File: src/rtl/bit_serial_adder_if.sv
// Start/result bundle for the serial adder: the requester drives the master side,
// the adder sits on the slave side.
interface bit_serial_adder_if #(
  parameter int WIDTH = 8
);
  logic             start;
  logic [WIDTH-1:0] a;
  logic [WIDTH-1:0] b;
  logic             cin;
  logic             busy;
  logic             done;
  logic [WIDTH-1:0] sum;
  logic             carry;

  modport master (
    output start, a, b, cin,
    input  busy, done, sum, carry
  );

  modport slave (
    input  start, a, b, cin,
    output busy, done, sum, carry
  );
endinterface

File: src/rtl/bit_serial_adder.sv
// LSB-first serial adder: one full-adder cell plus a carry flop, WIDTH edges per add.
// The result registers are separate from the partial sum so they hold between runs.
module bit_serial_adder #(
  parameter int WIDTH = 8
) (
  input  logic               clk,
  input  logic               rst_n,
  bit_serial_adder_if.slave  bus
);

  localparam int CW = $clog2(WIDTH + 1);

  typedef enum logic [1:0] {
    IDLE = 2'd0,
    RUN  = 2'd1,
    DONE = 2'd2
  } state_t;

  state_t           state;
  state_t           state_nxt;

  logic [WIDTH-1:0] sa;
  logic [WIDTH-1:0] sb;
  logic [WIDTH-1:0] ps;
  logic [WIDTH-1:0] ps_nxt;
  logic [WIDTH-1:0] sum_q;
  logic             c;
  logic             c_nxt;
  logic             s;
  logic             carry_q;
  logic             last;
  logic [CW-1:0]    cnt;

  // Returns {carry_out, sum_bit}.
  function automatic logic [1:0] full_add(input logic x, input logic y, input logic ci);
    return {(x & y) | (ci & (x ^ y)), x ^ y ^ ci};
  endfunction

  // Right shift with a new MSB; written without a part-select so WIDTH == 1 works.
  function automatic logic [WIDTH-1:0] shift_in(input logic [WIDTH-1:0] v, input logic msb);
    logic [WIDTH-1:0] r;
    r = v >> 1;
    r[WIDTH-1] = msb;
    return r;
  endfunction

  assign {c_nxt, s} = full_add(sa[0], sb[0], c);
  assign ps_nxt     = shift_in(ps, s);
  assign last       = (cnt == CW'(WIDTH - 1));

  always_ff @(posedge clk or negedge rst_n) begin
    if (!rst_n) begin
      state <= IDLE;
    end else begin
      state <= state_nxt;
    end
  end

  always_comb begin
    state_nxt = state;
    case (state)
      IDLE:    if (bus.start) state_nxt = RUN;
      RUN:     if (last) state_nxt = DONE;
      DONE:    state_nxt = IDLE;
      default: state_nxt = IDLE;
    endcase
  end

  always_comb begin
    bus.busy  = (state != IDLE);
    bus.done  = (state == DONE);
    bus.sum   = sum_q;
    bus.carry = carry_q;
  end

  always_ff @(posedge clk or negedge rst_n) begin
    if (!rst_n) begin
      sa      <= '0;
      sb      <= '0;
      c       <= 1'b0;
      cnt     <= '0;
      ps      <= '0;
      sum_q   <= '0;
      carry_q <= 1'b0;
    end else begin
      case (state)
        IDLE: begin
          if (bus.start) begin
            sa  <= bus.a;
            sb  <= bus.b;
            c   <= bus.cin;
            cnt <= '0;
            ps  <= '0;
          end
        end
        RUN: begin
          sa  <= sa >> 1;
          sb  <= sb >> 1;
          c   <= c_nxt;
          ps  <= ps_nxt;
          cnt <= cnt + 1'b1;
          // Last bit: publish the result; outputs otherwise keep the previous answer.
          if (last) begin
            sum_q   <= ps_nxt;
            carry_q <= c_nxt;
          end
        end
        default: ;
      endcase
    end
  end

endmodule

File: src/flat_wrapper.sv
// flat-port wrapper written by rule: the top's interface ports become plain ports
module bit_serial_adder_flat 
#(
  parameter int WIDTH = 8
)
  (clk, rst_n, bus_start, bus_a, bus_b, bus_cin, bus_busy, bus_done, bus_sum, bus_carry);
  bit_serial_adder_if #(.WIDTH(WIDTH)) bus_i ();
  input  logic clk;
  input  logic rst_n;
  input wire logic [$bits(bus_i.start)-1:0] bus_start;
  input wire logic [$bits(bus_i.a)-1:0] bus_a;
  input wire logic [$bits(bus_i.b)-1:0] bus_b;
  input wire logic [$bits(bus_i.cin)-1:0] bus_cin;
  output wire logic [$bits(bus_i.busy)-1:0] bus_busy;
  output wire logic [$bits(bus_i.done)-1:0] bus_done;
  output wire logic [$bits(bus_i.sum)-1:0] bus_sum;
  output wire logic [$bits(bus_i.carry)-1:0] bus_carry;
  assign bus_i.start = bus_start;
  assign bus_i.a = bus_a;
  assign bus_i.b = bus_b;
  assign bus_i.cin = bus_cin;
  assign bus_busy = bus_i.busy;
  assign bus_done = bus_i.done;
  assign bus_sum = bus_i.sum;
  assign bus_carry = bus_i.carry;
  bit_serial_adder #(.WIDTH(WIDTH)) u_core (.clk(clk), .rst_n(rst_n), .bus(bus_i));
endmodule
File: config.mk
export PLATFORM = sky130hd
export DESIGN_NAME = bit_serial_adder_flat
export DESIGN_NICKNAME = d
export VERILOG_FILES = /design/src/rtl/bit_serial_adder_if.sv /design/src/rtl/bit_serial_adder.sv /design/src/flat_wrapper.sv
export SDC_FILE = /design/constraint.sdc
export NUM_CORES = 1
export LEC_CHECK = 0
export CORE_MARGIN = 10
export CORE_UTILIZATION = 35
export CTS_CLUSTER_DIAMETER = 100
export CTS_CLUSTER_SIZE = 20
export DETAILED_ROUTE_END_ITERATION = 10
export PLACE_DENSITY_LB_ADDON = 0.25
export SYNTH_ARGS = -nofsm -noshare
export SYNTH_HDL_FRONTEND = slang
export SYNTH_SLANG_ARGS = --single-unit
File: constraint.sdc
create_clock -name clk -period 1.7 [get_ports clk]
set_input_delay 0.34 -clock clk [delete_from_list [all_inputs] [get_ports clk]]
set_output_delay 0.34 -clock clk [all_outputs]
set_load 0.005 [all_outputs]
==> metrics.md, run 1 <==
| Metric | Value |
|---|---|
| Time the worst path needs with I/O delays and setup | `1.63 ns` |
| Filler Cells Inserted | `447` |
| CTS tree | `built` |
| Fraction of layout instances using a drive strength above 1 | `16.5%` |
| Hold Slack | `-0.00198 ns` |
| Cell count after synthesis | `153` |
| Violated checks | `hold timing` |
| DP Wirelength | `2900 um` |
| Vias/cell | `5.11` |
| Critical path start-end classification | `flip-flop to output pin` |
| Routability Congestion | `0.785` |
| Count of final setup violators | `0` |
| Number of buffers inserted during clock tree synthesis | `5` |
| Initial Util | `36.4%` |
| Total global-route track usage | `10.4%` |
| Worst Path Max Fanout | `3` |
| # clock sinks | `39` |
| Max Buffers Root-to-Sink | `2` |
| Non-filler instance count after layout | `261` |
| Setup repair after global routing missed its margin | `false` |
| Share of the yosys chip area belonging to registers | `56.3%` |
| Final Skew | `0.00412 ns` |
| Transition at the pin with the smallest max-transition slack | `0.482 ns` |
| Worst ir drop on vdd | `0.000533 V` |
| Count of state elements after synthesis | `39` |
| Root buffer cell | `sky130_fd_sc_hd__clkbuf_8` |
| First-pass GRT wire length | `7020 um` |
| Fin. Hold Viols | `2` |
| Routed Wire Length | `4040 um` |
| Core ar. | `4750 um2` |
| Starting DRT DRC Count | `116` |
| Final period util | `95.7%` |
| Max-Slew Margin vs Limit | `67.9%` |
| Count of pins on the block boundary | `31` |
| Required time of the worst setup path | `1.36 ns` |
| DRC violations left | `0` |
| Post-synthesis cell type count | `23` |
| Dpl cells | `251` |
| Crit. End Element | `output pin` |
| Number of detailed-route iterations in the first pass | `4` |
| Leading cell type in the layout, fill and taps excluded | `sky130_fd_sc_hd__dfrtp_1` |
| Post-Syn Nets | `175` |
| Remaining number of nets flagged by the antenna check after routing | `0` |
| Antenna cell count | `0` |
| Die Footprint | `8170 um2` |
| GRT overflow | `0` |
| Initial antenna violation count | `0` |
| Max Clock Freq | `0.614 GHz` |
| Synth Warn # | `0` |
| Tightest Hold Check Type | `input port to async pin` |
| Number of buffers added on ports | `30` |
| Clock insertion delay at the later pin of the skew report | `0.29 ns` |
| Maximum number of pins on one net before global-route repair | `22` |
| Leak pwr | `0.996 nW` |
| Number of nets in the layout | `215` |
| Count of standard-cell rows | `25` |
| Number of slew-limit violations in the final report | `0` |
| Arrival time reported for the critical path endpoint | `1.29 ns` |
| Commonest cells after routing, fill and taps aside | `sky130_fd_sc_hd__dfrtp_1 (38), sky130_fd_sc_hd__clkdlybuf4s50_1 (27), sky130_fd_sc_hd__o21ai_0 (18), sky130_fd_sc_hd__nor2b_1 (16), sky130_fd_sc_hd__a22oi_1 (15)` |
| Status | `finished with violations` |
| Routed wirelength normalized by instance count | `15.5 um` |
| Cell area after technology mapping | `1730 um2` |
| Floorplan die height | `90.4 um` |
| Setup tns final | `0 ns` |
| Count of vias placed by the detailed router | `1,334` |
| CTS H-tree lvls | `2` |
| Post-synthesis area per instance | `11.3 um2` |
| Clock-pin slew reported for the worst setup and hold paths after clock tree synthesis | `0.07 ns` |
| Die Span X | `90.4 um` |
| Area Overhead vs Synth | `34.0%` |
| Reported max-cap violation count | `0` |
| Vias in the first global route | `1,415` |
| Crit start category | `flip-flop` |
| Power Density | `1720 nW/um2` |
-- per-layer routing --
layer | global-route usage, % | up-vias | part of all wire, %
li1 | - | 633 | -
met1 | 12.3 | 660 | 45
met2 | 16.1 | 34 | 48
met3 | 4.57 | 7 | 5.9
met4 | 4.38 | 0 | 1.8
met5 | 0 | - | 0
-- sequential cells by signal, indices dropped and copies added, names as in the netlist --
| name | flops |
|---|---|
| u_core.bus.sum | 8 |
| u_core.c | 1 |
| u_core.ps | 7 |
| u_core.state | 2 |
| u_core.bus.carry | 1 |
| u_core.sb | 8 |
| u_core.cnt | 4 |
| u_core.sa | 8 |
-- cell usage after synthesis --
cell / count / area [um2]
sky130_fd_sc_hd__ha_1: 1 / 12.5
sky130_fd_sc_hd__or3_1: 1 / 6.26
sky130_fd_sc_hd__nor2b_1: 17 / 106
sky130_fd_sc_hd__nand3_1: 3 / 15.0
sky130_fd_sc_hd__o21ai_0: 18 / 90.1
sky130_fd_sc_hd__a21oi_1: 14 / 70.1
sky130_fd_sc_hd__buf_4: 1 / 7.51
sky130_fd_sc_hd__mux2_1: 3 / 33.8
sky130_fd_sc_hd__o21bai_1: 1 / 7.51
sky130_fd_sc_hd__clkbuf_1: 5 / 18.8
sky130_fd_sc_hd__nand2b_4: 1 / 13.8
sky130_fd_sc_hd__nor3_4: 1 / 16.3
sky130_fd_sc_hd__nand2b_1: 1 / 6.26
sky130_fd_sc_hd__fa_1: 1 / 20.0
sky130_fd_sc_hd__mux2i_1: 1 / 10.0
sky130_fd_sc_hd__nor2_1: 1 / 3.75
sky130_fd_sc_hd__nand2_1: 9 / 33.8
sky130_fd_sc_hd__dfrtp_1: 39 / 976
sky130_fd_sc_hd__mux2_2: 6 / 67.6
sky130_fd_sc_hd__a22oi_1: 15 / 113
sky130_fd_sc_hd__or2_2: 1 / 6.26
sky130_fd_sc_hd__a22o_1: 9 / 78.8
sky130_fd_sc_hd__buf_2: 4 / 20.0
-- per-stage QoR --
stage          setup slack (ns)  total power [mW]  hold slack, ns  cell area [um2]  utilization (%)
2_1_floorplan             0.267              2.47          0.0444             1730                -
3_3_place_gp              0.108              3.02           0.324             2170             45.7
3_5_place_dp            -0.0136              3.09           0.327             2170             45.7
4_1_cts                  0.0380              4.04         0.00549             2320             48.8
5_1_grt                  0.0144              4.29          0.0219             2320             48.8
6_report                 0.0724              3.99        -0.00198             2320             48.8
-- timing repair --
item	CTS	global route
endpoints found under the hold margin	0	0
setup endpoints to repair	2	14
gates resized for setup	3	1
hold buffers	0	0
setup buffers	2	0
-- layout make-up --
| cell class | instances | area (um2) | share of cell area (%) |
|---|---|---|---|
| clock inverters | 2 | 60.1 | 2.59 |
| flip-flops and latches | 39 | 977 | 42.1 |
| well taps | 67 | 83.8 | 3.61 |
| clock buffers | 6 | 72.6 | 3.12 |
| repair buffers | 43 | 415 | 17.9 |
| multi-input cells | 104 | 713 | 30.7 |
-- cells by family (layout without fill, tap and decap cells) --
kind of cell,Yosys count,in the layout,synth area share [%]
muxes,10,10,6.43
DFF,39,39,56.3
buffers and inverters,10,51,2.67
and+or+nand+nor,35,35,12.0
AOI/OAI and AO/OA,57,57,20.7
adders and majority gates,2,2,1.88
-- power by group --
group	internal [mW]	switching, mW	total [mW]
Sequential	1.31	0.287	1.60
Combinational	0.817	0.676	1.49
Clock	0.586	0.315	0.901
-- critical path: stages (launching register included) --
cell and delay [ns]:
sky130_fd_sc_hd__dfrtp_2 0.43, sky130_fd_sc_hd__or2_2 0.30, sky130_fd_sc_hd__dlygate4sd2_1 0.27
-- final timing paths --
| check | depth (start not counted) | slack [ns] | startpoint | to |
|---|---|---|---|---|
| max | 2 | 0.07 | u_core.state[0]$_DFFE_PN0P_ | bus_busy |
| min | 1 | -0.002 | rst_n | u_core.ps[2]$_DFFE_PN0P_ |
| max reg2reg | 5 | 0.10 | u_core.state[1]$_DFFE_PN0P_ | u_core.bus.sum[4]$_DFFE_PN0P_ |
| min reg2reg | 1 | 0.49 | u_core.bus.sum[0]$_DFFE_PN0P_ | u_core.bus.sum[0]$_DFFE_PN0P_ |
| max in group asynchronous | 2 | 1.23 | rst_n | u_core.sb[0]$_DFFE_PN0P_ |
| min in group clk | 1 | 0.49 | u_core.bus.sum[0]$_DFFE_PN0P_ | u_core.bus.sum[0]$_DFFE_PN0P_ |
(Power assumes the default switching activity.)
==> run 2: changes to the inputs <==
--- a/config.mk
+++ b/config.mk
@@ -8,8 +8,8 @@
 export CORE_MARGIN = 10
 export CORE_UTILIZATION = 35
 export CTS_CLUSTER_DIAMETER = 100
-export CTS_CLUSTER_SIZE = 20
 export DETAILED_ROUTE_END_ITERATION = 10
+export GPL_TIMING_DRIVEN = 1
 export PLACE_DENSITY_LB_ADDON = 0.25
 export SYNTH_ARGS = -nofsm -noshare
 export SYNTH_HDL_FRONTEND = slang
==> results of run 2 <==
No change in the layout: final DEF, timing and power equal those of run 1.
